<file path="src/rtl/svc_pll_pkg.sv">
// Shared types for the iCE40 PLL reset sequencer.
package svc_pll_pkg;

  typedef enum logic [1:0] {
    PLL_RST   = 2'd0,
    WAIT_LOCK = 2'd1,
    STABLE    = 2'd2,
    RUN       = 2'd3
  } pll_seq_state_t;

  localparam int unsigned RETRY_W = 8;

  function automatic int unsigned max3(input int unsigned a, input int unsigned b,
                                       input int unsigned c);
    int unsigned m;
    m = (a > b) ? a : b;
    return (m > c) ? m : c;
  endfunction

endpackage

</file>
<file path="src/rtl/svc_sync_bit.sv">
// Generic multi-flop single-bit synchronizer with async active-low reset.
module svc_sync_bit #(
  parameter int unsigned STAGES = 2
) (
  input  logic clk,
  input  logic rst_n,
  input  logic d,
  output logic q
);

  logic [STAGES-1:0] sync_q;

  always_ff @(posedge clk or negedge rst_n) begin
    if (!rst_n) begin
      sync_q <= '0;
    end else begin
      sync_q <= {sync_q[STAGES-2:0], d};
    end
  end

  assign q = sync_q[STAGES-1];

endmodule

</file>
<file path="src/rtl/svc_ice40_pll_rst_seq.sv">
// PLL reset sequencer: pulses PLL RESETB, qualifies synchronized LOCK and
// releases the design reset once lock is stable; retries on timeout or loss.
module svc_ice40_pll_rst_seq
  import svc_pll_pkg::*;
#(
  parameter int unsigned SYNC_STAGES   = 2,
  parameter int unsigned RST_CYCLES    = 16,
  parameter int unsigned LOCK_TIMEOUT  = 65536,
  parameter int unsigned STABLE_CYCLES = 1024
) (
  input  logic               clk,
  input  logic               rst_n,
  input  logic               pll_lock_i,
  output logic               pll_resetb_o,
  output logic               rst_n_o,
  output logic               locked_o,
  output logic [RETRY_W-1:0] retry_cnt_o
);

  localparam int unsigned MAX_CNT = max3(RST_CYCLES, LOCK_TIMEOUT, STABLE_CYCLES);
  localparam int unsigned CNT_W   = $clog2(MAX_CNT + 1);

  localparam logic [CNT_W-1:0] RST_LOAD = CNT_W'(RST_CYCLES - 1);
  localparam logic [CNT_W-1:0] TO_LOAD  = CNT_W'(LOCK_TIMEOUT - 1);
  localparam logic [CNT_W-1:0] STB_LOAD = CNT_W'(STABLE_CYCLES - 1);

  pll_seq_state_t   state, state_nxt;
  logic [CNT_W-1:0] cnt, cnt_nxt;
  logic             retry_inc;
  logic             lock_s;

  svc_sync_bit #(
    .STAGES(SYNC_STAGES)
  ) u_lock_sync (
    .clk  (clk),
    .rst_n(rst_n),
    .d    (pll_lock_i),
    .q    (lock_s)
  );

  always_comb begin
    state_nxt = state;
    cnt_nxt   = (cnt != '0) ? cnt - CNT_W'(1) : '0;
    retry_inc = 1'b0;
    unique case (state)
      PLL_RST: begin
        if (cnt == '0) begin
          state_nxt = WAIT_LOCK;
          cnt_nxt   = TO_LOAD;
        end
      end
      WAIT_LOCK: begin
        // Lock takes priority over a timeout landing on the same cycle.
        if (lock_s) begin
          state_nxt = STABLE;
          cnt_nxt   = STB_LOAD;
        end else if (cnt == '0) begin
          state_nxt = PLL_RST;
          cnt_nxt   = RST_LOAD;
          retry_inc = 1'b1;
        end
      end
      STABLE: begin
        if (!lock_s) begin
          state_nxt = WAIT_LOCK;
          cnt_nxt   = TO_LOAD;
        end else if (cnt == '0) begin
          state_nxt = RUN;
          cnt_nxt   = '0;
        end
      end
      RUN: begin
        if (!lock_s) begin
          state_nxt = PLL_RST;
          cnt_nxt   = RST_LOAD;
          retry_inc = 1'b1;
        end
      end
      default: begin
        state_nxt = PLL_RST;
        cnt_nxt   = RST_LOAD;
      end
    endcase
  end

  // Reset counts as PLL_RST entry, so the counter starts preloaded and the
  // first RESETB pulse is the full RST_CYCLES long.
  always_ff @(posedge clk or negedge rst_n) begin
    if (!rst_n) begin
      state <= PLL_RST;
      cnt   <= RST_LOAD;
    end else begin
      state <= state_nxt;
      cnt   <= cnt_nxt;
    end
  end

  always_ff @(posedge clk or negedge rst_n) begin
    if (!rst_n) begin
      pll_resetb_o <= 1'b0;
      rst_n_o      <= 1'b0;
      locked_o     <= 1'b0;
      retry_cnt_o  <= '0;
    end else begin
      pll_resetb_o <= (state_nxt != PLL_RST);
      rst_n_o      <= (state_nxt == RUN);
      locked_o     <= (state_nxt == RUN);
      if (retry_inc && (retry_cnt_o != '1)) begin
        retry_cnt_o <= retry_cnt_o + RETRY_W'(1);
      end
    end
  end

endmodule
</file>
<file path="config.mk">
export PLATFORM = sky130hd
export DESIGN_NAME = svc_ice40_pll_rst_seq
export DESIGN_NICKNAME = d
export VERILOG_FILES = /design/src/rtl/svc_pll_pkg.sv /design/src/rtl/svc_sync_bit.sv /design/src/rtl/svc_ice40_pll_rst_seq.sv
export SDC_FILE = /design/constraint.sdc
export NUM_CORES = 1
export LEC_CHECK = 0
export CAP_MARGIN = 40
export CORE_AREA = 2 2 59 61
export CTS_BUF_LIST = sky130_fd_sc_hd__clkbuf_4
export DETAILED_ROUTE_END_ITERATION = 6
export DIE_AREA = 0 0 61 63
export PLACE_DENSITY = 0.76
export SYNTH_ARGS = -nofsm -noshare
export SYNTH_HDL_FRONTEND = slang
export SYNTH_SLANG_ARGS = --single-unit
</file>
<file path="constraint.sdc">
create_clock -name clk -period 5.7 [get_ports clk]
set_clock_uncertainty 0.2 [all_clocks]
set_input_delay 1.71 -clock clk [delete_from_list [all_inputs] [get_ports clk]]
set_output_delay 1.71 -clock clk [all_outputs]
set_load 0.03 [all_outputs]
</file>
==> results of run 1 <==
-- logic make-up after synthesis --
kind of cell	after synthesis	share of synthesized area
AND/OR/NAND/NOR	64	0.256
multiplexers	1	0.00679
flip-flops	31	0.471
XOR/XNOR	17	0.0898
buffers and inverters	9	0.0249
AO/OA/AOI/OAI	32	0.137
adder cells (fa/ha/maj)	2	0.0151
-- sequential cells by signal, indices dropped and copies added (netlist names) --
signal and count:
cnt 17, retry_cnt_o 8, state 2, pll_resetb_o 1
locked_o 1, u_lock_sync.sync_q 2
-- worst max-delay path by stage --
stage                         startpoint        endpoint  slack, ps  depth (start not counted)
after floorplan                 locked_o         rst_n_o       3090                          1
after global placement    retry_cnt_o[2]  retry_cnt_o[2]       2680                          1
after detailed placement  retry_cnt_o[2]  retry_cnt_o[2]       2650                          1
after CTS                 retry_cnt_o[2]  retry_cnt_o[2]       2280                          1
after global routing      retry_cnt_o[2]  retry_cnt_o[2]       2250                          1
final                     retry_cnt_o[2]  retry_cnt_o[2]       2280                          1
-- cells in the final DEF, fill, tap and decap left out, types with 2 or more instances in the layout --
master | synthesis | final
nand4_1 | 3 | 3
o31a_1 | 2 | 2
xnor2_1 | 11 | 11
nand2_1 | 10 | 10
dfrtp_1 | 27 | 27
nand3_1 | 7 | 7
nor4_2 | 2 | 2
clkinv_1 | 1 | 3
clkdlybuf4s50_1 | 0 | 13
nand2b_1 | 2 | 2
clkbuf_4 | 0 | 6
nor2_1 | 13 | 13
or4_1 | 4 | 4
a21oi_1 | 2 | 2
nor3_1 | 6 | 6
ha_1 | 2 | 2
o211ai_1 | 3 | 3
inv_1 | 3 | 3
nor4_1 | 2 | 2
and3_1 | 2 | 2
o21ai_0 | 10 | 10
dfstp_2 | 4 | 4
xor2_1 | 6 | 6
nor4_4 | 2 | 2
o21ai_1 | 2 | 2
-- worst register-to-register path: cells and delay by family, from the launching register on --
kind | cells | cell delay (ps)
AO/OA/AOI/OAI | 2 | 290
AND/OR/NAND/NOR | 3 | 1380
adder cells (fa/ha/maj) | 1 | 200
flip-flops | 1 | 400
buffers and inverters | 1 | 50
-- power by group --
group          switching [mW]  total [mW]  internal [mW]
sequential              0.112       0.411          0.299
combinational           0.157       0.286          0.129
clock                  0.0743       0.125         0.0504
total                   0.343       0.822          0.479
-- final cells by class --
class	instances	area (um^2)
fill	293	1350
sequential	31	781
timing repair buffer	14	138
clock buffer	6	45.0
inverter	4	15.0
multi-input combinational	116	836
tap	46	57.6
clock inverter	2	7.51
-- metal layers --
layer | GRT usage | up-vias
li1 | - | 610
met1 | 0.262 | 640
met2 | 0.340 | 27
met3 | 0.0642 | 10
met4 | 0.0870 | 0
met5 | 0 | -
==> flow_summary.ini, run 1 <==
[status]
status = finished clean

[worst_setup_path]
path_cells = clkdlybuf4s50_1
crit_type = flip-flop to primary output
cp_data_required_time_ps = 3790
path_max_fanout = 6
r2r_slack_ps = 3110
cp-end-kind = primary output
rr_endpoint = cnt[2]
cp.arrival_ps = 1510
r2r_start = cnt[0]
r2r_cells = 7
slowest_stage = clkdlybuf4s50_1
critPathBufInv = 1
cpLargestDelayFamily = buffers and inverters
crit_path_start_kind = flip-flop
cpPeakStageDelay_ps = 720

[die]
io_pins = 14
initial_core_util = 0.513
core_um2 = 3230
die_h_um = 63
die_area_um2 = 3840
die_w_um = 61
num_rows = 21

[logic_synthesis]
yosys.area.top_type = dfrtp_1
synth_commonest_cells = 27 x dfrtp_1, 13 x nor2_1, 11 x xnor2_1
synth.most_common_cell = dfrtp_1
synth-seq-cells = 31
synth_cell_types = 52
syn_inst = 156
ys_seq_area_frac = 0.471
synth_area_per_cell_um2 = 10.6
ys_async_sr_fraction = 1.00
synth_ff_type = dfrtp_1
synth_edf_count = 0
synth_area_um2 = 1660
synth.top_cell.area_share = 0.408
yosysWarnings = 0
syn-num-nets = 161
synth_area_leaders = dfrtp_1 41%, dfstp_2 6.3%, xnor2_1 5.8%

[clock_tree]
insertion_delay_ps = 340
post_cts_buffers = 0
ctsHoldBuffers = 0
cts_max_level = 2
clockBufferDepth = 2
clk_pin_slew_ps = 90
clock-root-buffer = clkbuf_4
tritoncts = built
post_cts_resized = 0
cts_buffers = 5
clock-sinks = 31

[global_route]
grt_max_degree = 32
grt-ovfl-total = 0
grt_pass1_vias = 1338
grt_pass1_wl_um = 6090
grt_usage = 0.213
antenna_found_initial = 0

[placement]
hpwlAfterDp_um = 2520
numPortBuffers = 13
place_congestion = 0.835
place_area_um2 = 1830
dp_cells = 211
dp_slack_ps = 2650

[run]
cap_violations = 0

[detailed_routing]
drt-vias-per-instance = 5.88
wl_met2_um = 1780
met1_length_um = 1500
drcViolationCount = 0
top_layer_used = met4
drt-initial-drc-count = 48
wire_per_inst_um = 16.0
wirelength_um = 3510
dr.pass1.iters = 4
wl_met3_um = 155
detail-route-antenna-nets = 0
vias = 1287

[finish]
final_area_um2 = 1880
drive_above_1_share = 0.156
n_antenna_cell = 0
fin_util = 0.581
area_delta_synth_final_pct = 13.4
fin_cells = 219
final_net_count = 177

[power_and_ir_drop]
ir_drop_mv = 0.220
power_density_nw_per_um2 = 437
p_leak_nw = 0.721
finalPower_mw = 0.822

[sta]
max_clock_freq_ghz = 0.293
slew_headroom = 0.413
worstMarginPinSlew_ps = 878
setup_slack_ps = 2280
layout_min_cycle_time_ps = 3420
hold_viol_final = 0
hold_slack_ps = 179
finalMaxSlewViolations = 0
finalSetupViolations = 0
fin_tns_setup_ps = 0
period_share = 0.599
grt_setup_unrepaired = false

[min_path]
min_to = u_lock_sync.sync_q[1]
hold_start = u_lock_sync.sync_q[0]
whs_path_depth = 0
holdCritPathClass = flip-flop to flip-flop
No activity file was read; power rests on OpenSTA's default activity.
==> run 2: changes to the inputs <==
==> constraint.sdc (replaced) <==
create_clock -name clk -period 3.15 [get_ports clk]
set_clock_uncertainty 0.2 [all_clocks]
set_input_delay 0.945 -clock clk [delete_from_list [all_inputs] [get_ports clk]]
set_output_delay 0.945 -clock clk [all_outputs]
set_load 0.03 [all_outputs]
==> flow_summary.ini, run 2 (synthesized netlist as in run 1, its figures left out) <==
[finish]
final_common_cell = dfrtp_1
area_delta_synth_final_pct = 13.8
layout_common_cells = 27 x dfrtp_1, 13 x nor2_1, 13 x clkdlybuf4s50_1
final_net_count = 178
nFillCells = 275
largest_reg_flops = 17
final_area_um2 = 1890
drive_above_1_share = 0.161
regArea_um2 = 781
multi_input_area_um2 = 836
largest_registers = cnt x17, retry_cnt_o x8
max_flop_register = cnt
n_antenna_cell = 0

[min_path]
holdCritPathClass = flip-flop to flip-flop

[worst_setup_path]
cp-end-kind = primary output
cpPeakStageDelay_ps = 710
critPathBufInv = 1
path_max_fanout = 6
slowest_stage = clkdlybuf4s50_1
cp.arrival_ps = 1470
cpLargestDelayFamily = buffers and inverters
cp_data_required_time_ps = 2000
path_cells = clkdlybuf4s50_1
crit_path_start_kind = flip-flop
crit_type = flip-flop to primary output

[detailed_routing]
wire_per_inst_um = 15.1
dr.pass1.iters = 4
vias = 1280
drcViolationCount = 0
drt-initial-drc-count = 97
detail-route-antenna-nets = 0
drt-vias-per-instance = 5.82
wirelength_um = 3330

[sta]
slew_headroom = 0.603
fin_tns_setup_ps = 0
hold_viol_final = 0
finalMaxSlewViolations = 0
period_share = 0.830
worstMarginPinSlew_ps = 590
max_clock_freq_ghz = 0.382
finalSetupViolations = 0
layout_min_cycle_time_ps = 2620
grt_setup_unrepaired = false

[clock_tree]
post_cts_buffers = 0
clock-root-buffer = clkbuf_4
clockBufferDepth = 2
insertion_delay_ps = 320
post_cts_resized = 0
tritoncts = built
clk_pin_slew_ps = 90
clock-sinks = 31
cts_buffers = 5
ctsHoldBuffers = 0
cts_max_level = 2

[die]
die_w_um = 61
die_area_um2 = 3840
io_pins = 14
die_h_um = 63
num_rows = 21
initial_core_util = 0.513
core_um2 = 3230

[global_route]
grt_pass1_wl_um = 5730
antenna_found_initial = 0
grt_max_degree = 32
grt_pass1_vias = 1299
grt_usage = 0.195
grt-ovfl-total = 0

[power_and_ir_drop]
ir_drop_mv = 0.560
p_leak_nw = 0.727
combPwrFrac = 0.349
clkPwrFrac = 0.149
p_sw_frac = 0.412
power_density_nw_per_um2 = 782
internal-power_mw = 0.868
switching_power_mw = 0.608
pwr-share-seq = 0.503

[placement]
hpwlAfterDp_um = 2420
place_congestion = 0.846
numPortBuffers = 13
place_area_um2 = 1830

[status]
status = finished clean

[run]
cap_violations = 0
## run 2: changes by cell type in the layout (fill, tap and decap cells not counted)
cell / delta
buf_4: +1
## run 2: per-layer routing
layer | global-route usage | vias to the layer above | share of wire
met2 | 0.298 | 49 | 0.49
met4 | 0.0870 | 0 | 0.016
li1 | - | 614 | -
met3 | 0.0373 | 7 | 0.051
met1 | 0.264 | 610 | 0.44
met5 | 0 | - | 0
## run 2: power by group through the flow
stage | combinational, mW | sequential (mW) | clock, mW
after detailed placement | 0.514 | 0.748 | 0
after global routing | 0.572 | 0.766 | 0.249
after floorplan | 0.358 | 0.739 | 0
after CTS | 0.518 | 0.741 | 0.227
final | 0.515 | 0.742 | 0.219
after global placement | 0.505 | 0.730 | 0
## run 2: worst reg2reg max path, delay by kind of cell, from the launching register on
family | cells | cell delay, ps
AOI/OAI and AO/OA | 2 | 650
buffers and inverters | 2 | 200
adders and majority gates | 1 | 220
and+or+nand+nor | 3 | 370
DFF | 1 | 570
## run 2: area by class of cell
type	instances	share of cell area
Timing Repair Buffer	15	0.0769
Inverter	4	0.00796
Clock buffer	6	0.0239
Clock inverter	2	0.00398
Tap cell	46	0.0305
Multi-Input combinational cell	116	0.443
Sequential cell	31	0.414
## run 2: path summary, 6_finish.rpt
kind	startpoint	to	slack (ps)	cells after the start
max in group asynchronous	rst_n	cnt[1]	1620	2
setup / recovery	retry_cnt_o[2]	retry_cnt_o[2]	530	1
hold / removal	u_lock_sync.sync_q[0]	u_lock_sync.sync_q[1]	160	0
setup reg to reg	cnt[0]	cnt[3]	840	8
hold reg to reg	u_lock_sync.sync_q[0]	u_lock_sync.sync_q[1]	160	0
min in group asynchronous	rst_n	cnt[10]	810	2
## run 2: metrics by stage
| stage | hold slack (ps) | cells | setup WS, ps | utilization | power, mW |
|---|---|---|---|---|---|
| detailed placement | 145 | 212 | 823 | 0.568 | 1.26 |
| floorplan | 131 | 156 | 1050 | - | 1.10 |
| finish | 161 | 220 | 535 | 0.584 | 1.48 |
| global route | 165 | 220 | 470 | 0.584 | 1.59 |
| CTS | 165 | 220 | 525 | 0.584 | 1.48 |
| global placement | 142 | 212 | 901 | 0.568 | 1.23 |
==> run 3: changes to the inputs <==
==> constraint.sdc (replaced) <==
create_clock -name clk -period 2.55 [get_ports clk]
set_clock_uncertainty 0.2 [all_clocks]
set_input_delay 0.765 -clock clk [delete_from_list [all_inputs] [get_ports clk]]
set_output_delay 0.765 -clock clk [all_outputs]
set_load 0.03 [all_outputs]
==> flow_summary.ini, run 3 (synthesized netlist as in run 1, its figures left out) <==
[global_route]
grt-ovfl-total = 0
grt_usage = 0.206
grt_pass1_vias = 1249
grt_pass1_wl_um = 5820
antenna_found_initial = 0
grt_max_degree = 32

[worst_setup_path]
critPathBufInv = 1
cp-end-kind = primary output
crit_type = flip-flop to primary output
path_cells = clkdlybuf4s50_1
cpLargestDelayFamily = buffers and inverters
r2r_start = cnt[4]
cp.arrival_ps = 1480
cpPeakStageDelay_ps = 710
cp_data_required_time_ps = 1590
rr_endpoint = retry_cnt_o[1]
slowest_stage = clkdlybuf4s50_1
r2r_cells = 4
r2r_slack_ps = 210
startpoint = retry_cnt_o[2]
crit_path_start_kind = flip-flop
path_max_fanout = 6

[finish]
final_area_um2 = 1900
nFillCells = 265
multi_input_area_um2 = 841
regArea_um2 = 781
fin_cells = 221
n_antenna_cell = 0
area_delta_synth_final_pct = 14.9
drive_above_1_share = 0.183
final_net_count = 179
largest_registers = cnt x17, retry_cnt_o x8
final_common_cell = dfrtp_1
layout_common_cells = 27 x dfrtp_1, 13 x nor2_1, 13 x clkdlybuf4s50_1
max_flop_register = cnt
largest_reg_flops = 17

[placement]
dp_cells = 213
numPortBuffers = 13
place_area_um2 = 1840
place_congestion = 0.894
hpwlAfterDp_um = 2510

[clock_tree]
tritoncts = built
clock-sinks = 31
clock-root-buffer = clkbuf_4
ctsHoldBuffers = 0
cts_max_level = 2
cts_buffers = 5
insertion_delay_ps = 340
clockBufferDepth = 2
post_cts_resized = 0
clk_pin_slew_ps = 90
post_cts_buffers = 0

[min_path]
hold_start = u_lock_sync.sync_q[0]
whs_path_depth = 0
min_to = u_lock_sync.sync_q[1]
holdCritPathClass = flip-flop to flip-flop

[die]
die_w_um = 61
io_pins = 14
initial_core_util = 0.513
die_h_um = 63
die_area_um2 = 3840
core_um2 = 3230
num_rows = 21

[sta]
worstMarginPinSlew_ps = 519
hold_viol_final = 0
slew_headroom = 0.651
finalMaxSlewViolations = 0
period_share = 0.957
finalSetupViolations = 0
grt_setup_unrepaired = false
max_clock_freq_ghz = 0.410
layout_min_cycle_time_ps = 2440
fin_tns_setup_ps = 0

[detailed_routing]
wirelength_um = 3540
drt-initial-drc-count = 45
top_layer_used = met4
dr.pass1.iters = 4
vias = 1266
drcViolationCount = 0
drt-vias-per-instance = 5.73
wl_met3_um = 139
wire_per_inst_um = 16.0
detail-route-antenna-nets = 0
met1_length_um = 1560
wl_met2_um = 1770

[power_and_ir_drop]
ir_drop_mv = 0.422
power_density_nw_per_um2 = 984
p_leak_nw = 0.737

[run]
cap_violations = 0

[status]
status = finished clean
[run 3: cell count changes in the layout (fill, tap and decap cells not counted), sizes merged]
| cell | before | now |
|---|---|---|
| buf | 2 | 3 |
| clkinv | 3 | 2 |
| clkbuf | 6 | 7 |
[run 3: per-layer routing]
layer / vias up / global-route usage
met4: 0 / 0.0897
met2: 24 / 0.317
met1: 625 / 0.265
li1: 611 / -
met5: - / 0
met3: 6 / 0.0600
[run 3: where the power goes]
| part | switching (mW) | internal (mW) | leakage (nW) | total (mW) |
|---|---|---|---|---|
| combinational | 0.356 | 0.302 | 0.327 | 0.659 |
| sequential | 0.251 | 0.669 | 0.374 | 0.920 |
| clock | 0.168 | 0.129 | 0.0361 | 0.296 |
[run 3: stage by stage]
stage / setup WS (ps) / power, mW / utilization / hold slack [ps]
3_3_place_gp: 321 / 1.55 / 0.570 / 135
4_1_cts: 94.6 / 1.87 / 0.588 / 161
6_report: 109 / 1.87 / 0.589 / 157
3_5_place_dp: 184 / 1.57 / 0.570 / 142
5_1_grt: 56.6 / 2.00 / 0.589 / 172
2_1_floorplan: 446 / 1.36 / - / 131
[run 3: how the worst max path moves through the flow]
| stage | to | cells after the start |
|---|---|---|
| 4_1_cts | retry_cnt_o[2] | 1 |
| 2_1_floorplan | cnt[15] | 8 |
| 6_report | retry_cnt_o[2] | 1 |
| 5_1_grt | retry_cnt_o[3] | 1 |
| 3_5_place_dp | cnt[11] | 7 |
| 3_3_place_gp | cnt[15] | 7 |
[run 3: layout make-up]
cell class,instances,area share
well taps,46,0.0302
clock inverters,1,0.00263
inverters,4,0.00788
multi-input cells,116,0.442
repair buffers,16,0.0802
flip-flops and latches,31,0.410
clock buffers,7,0.0276
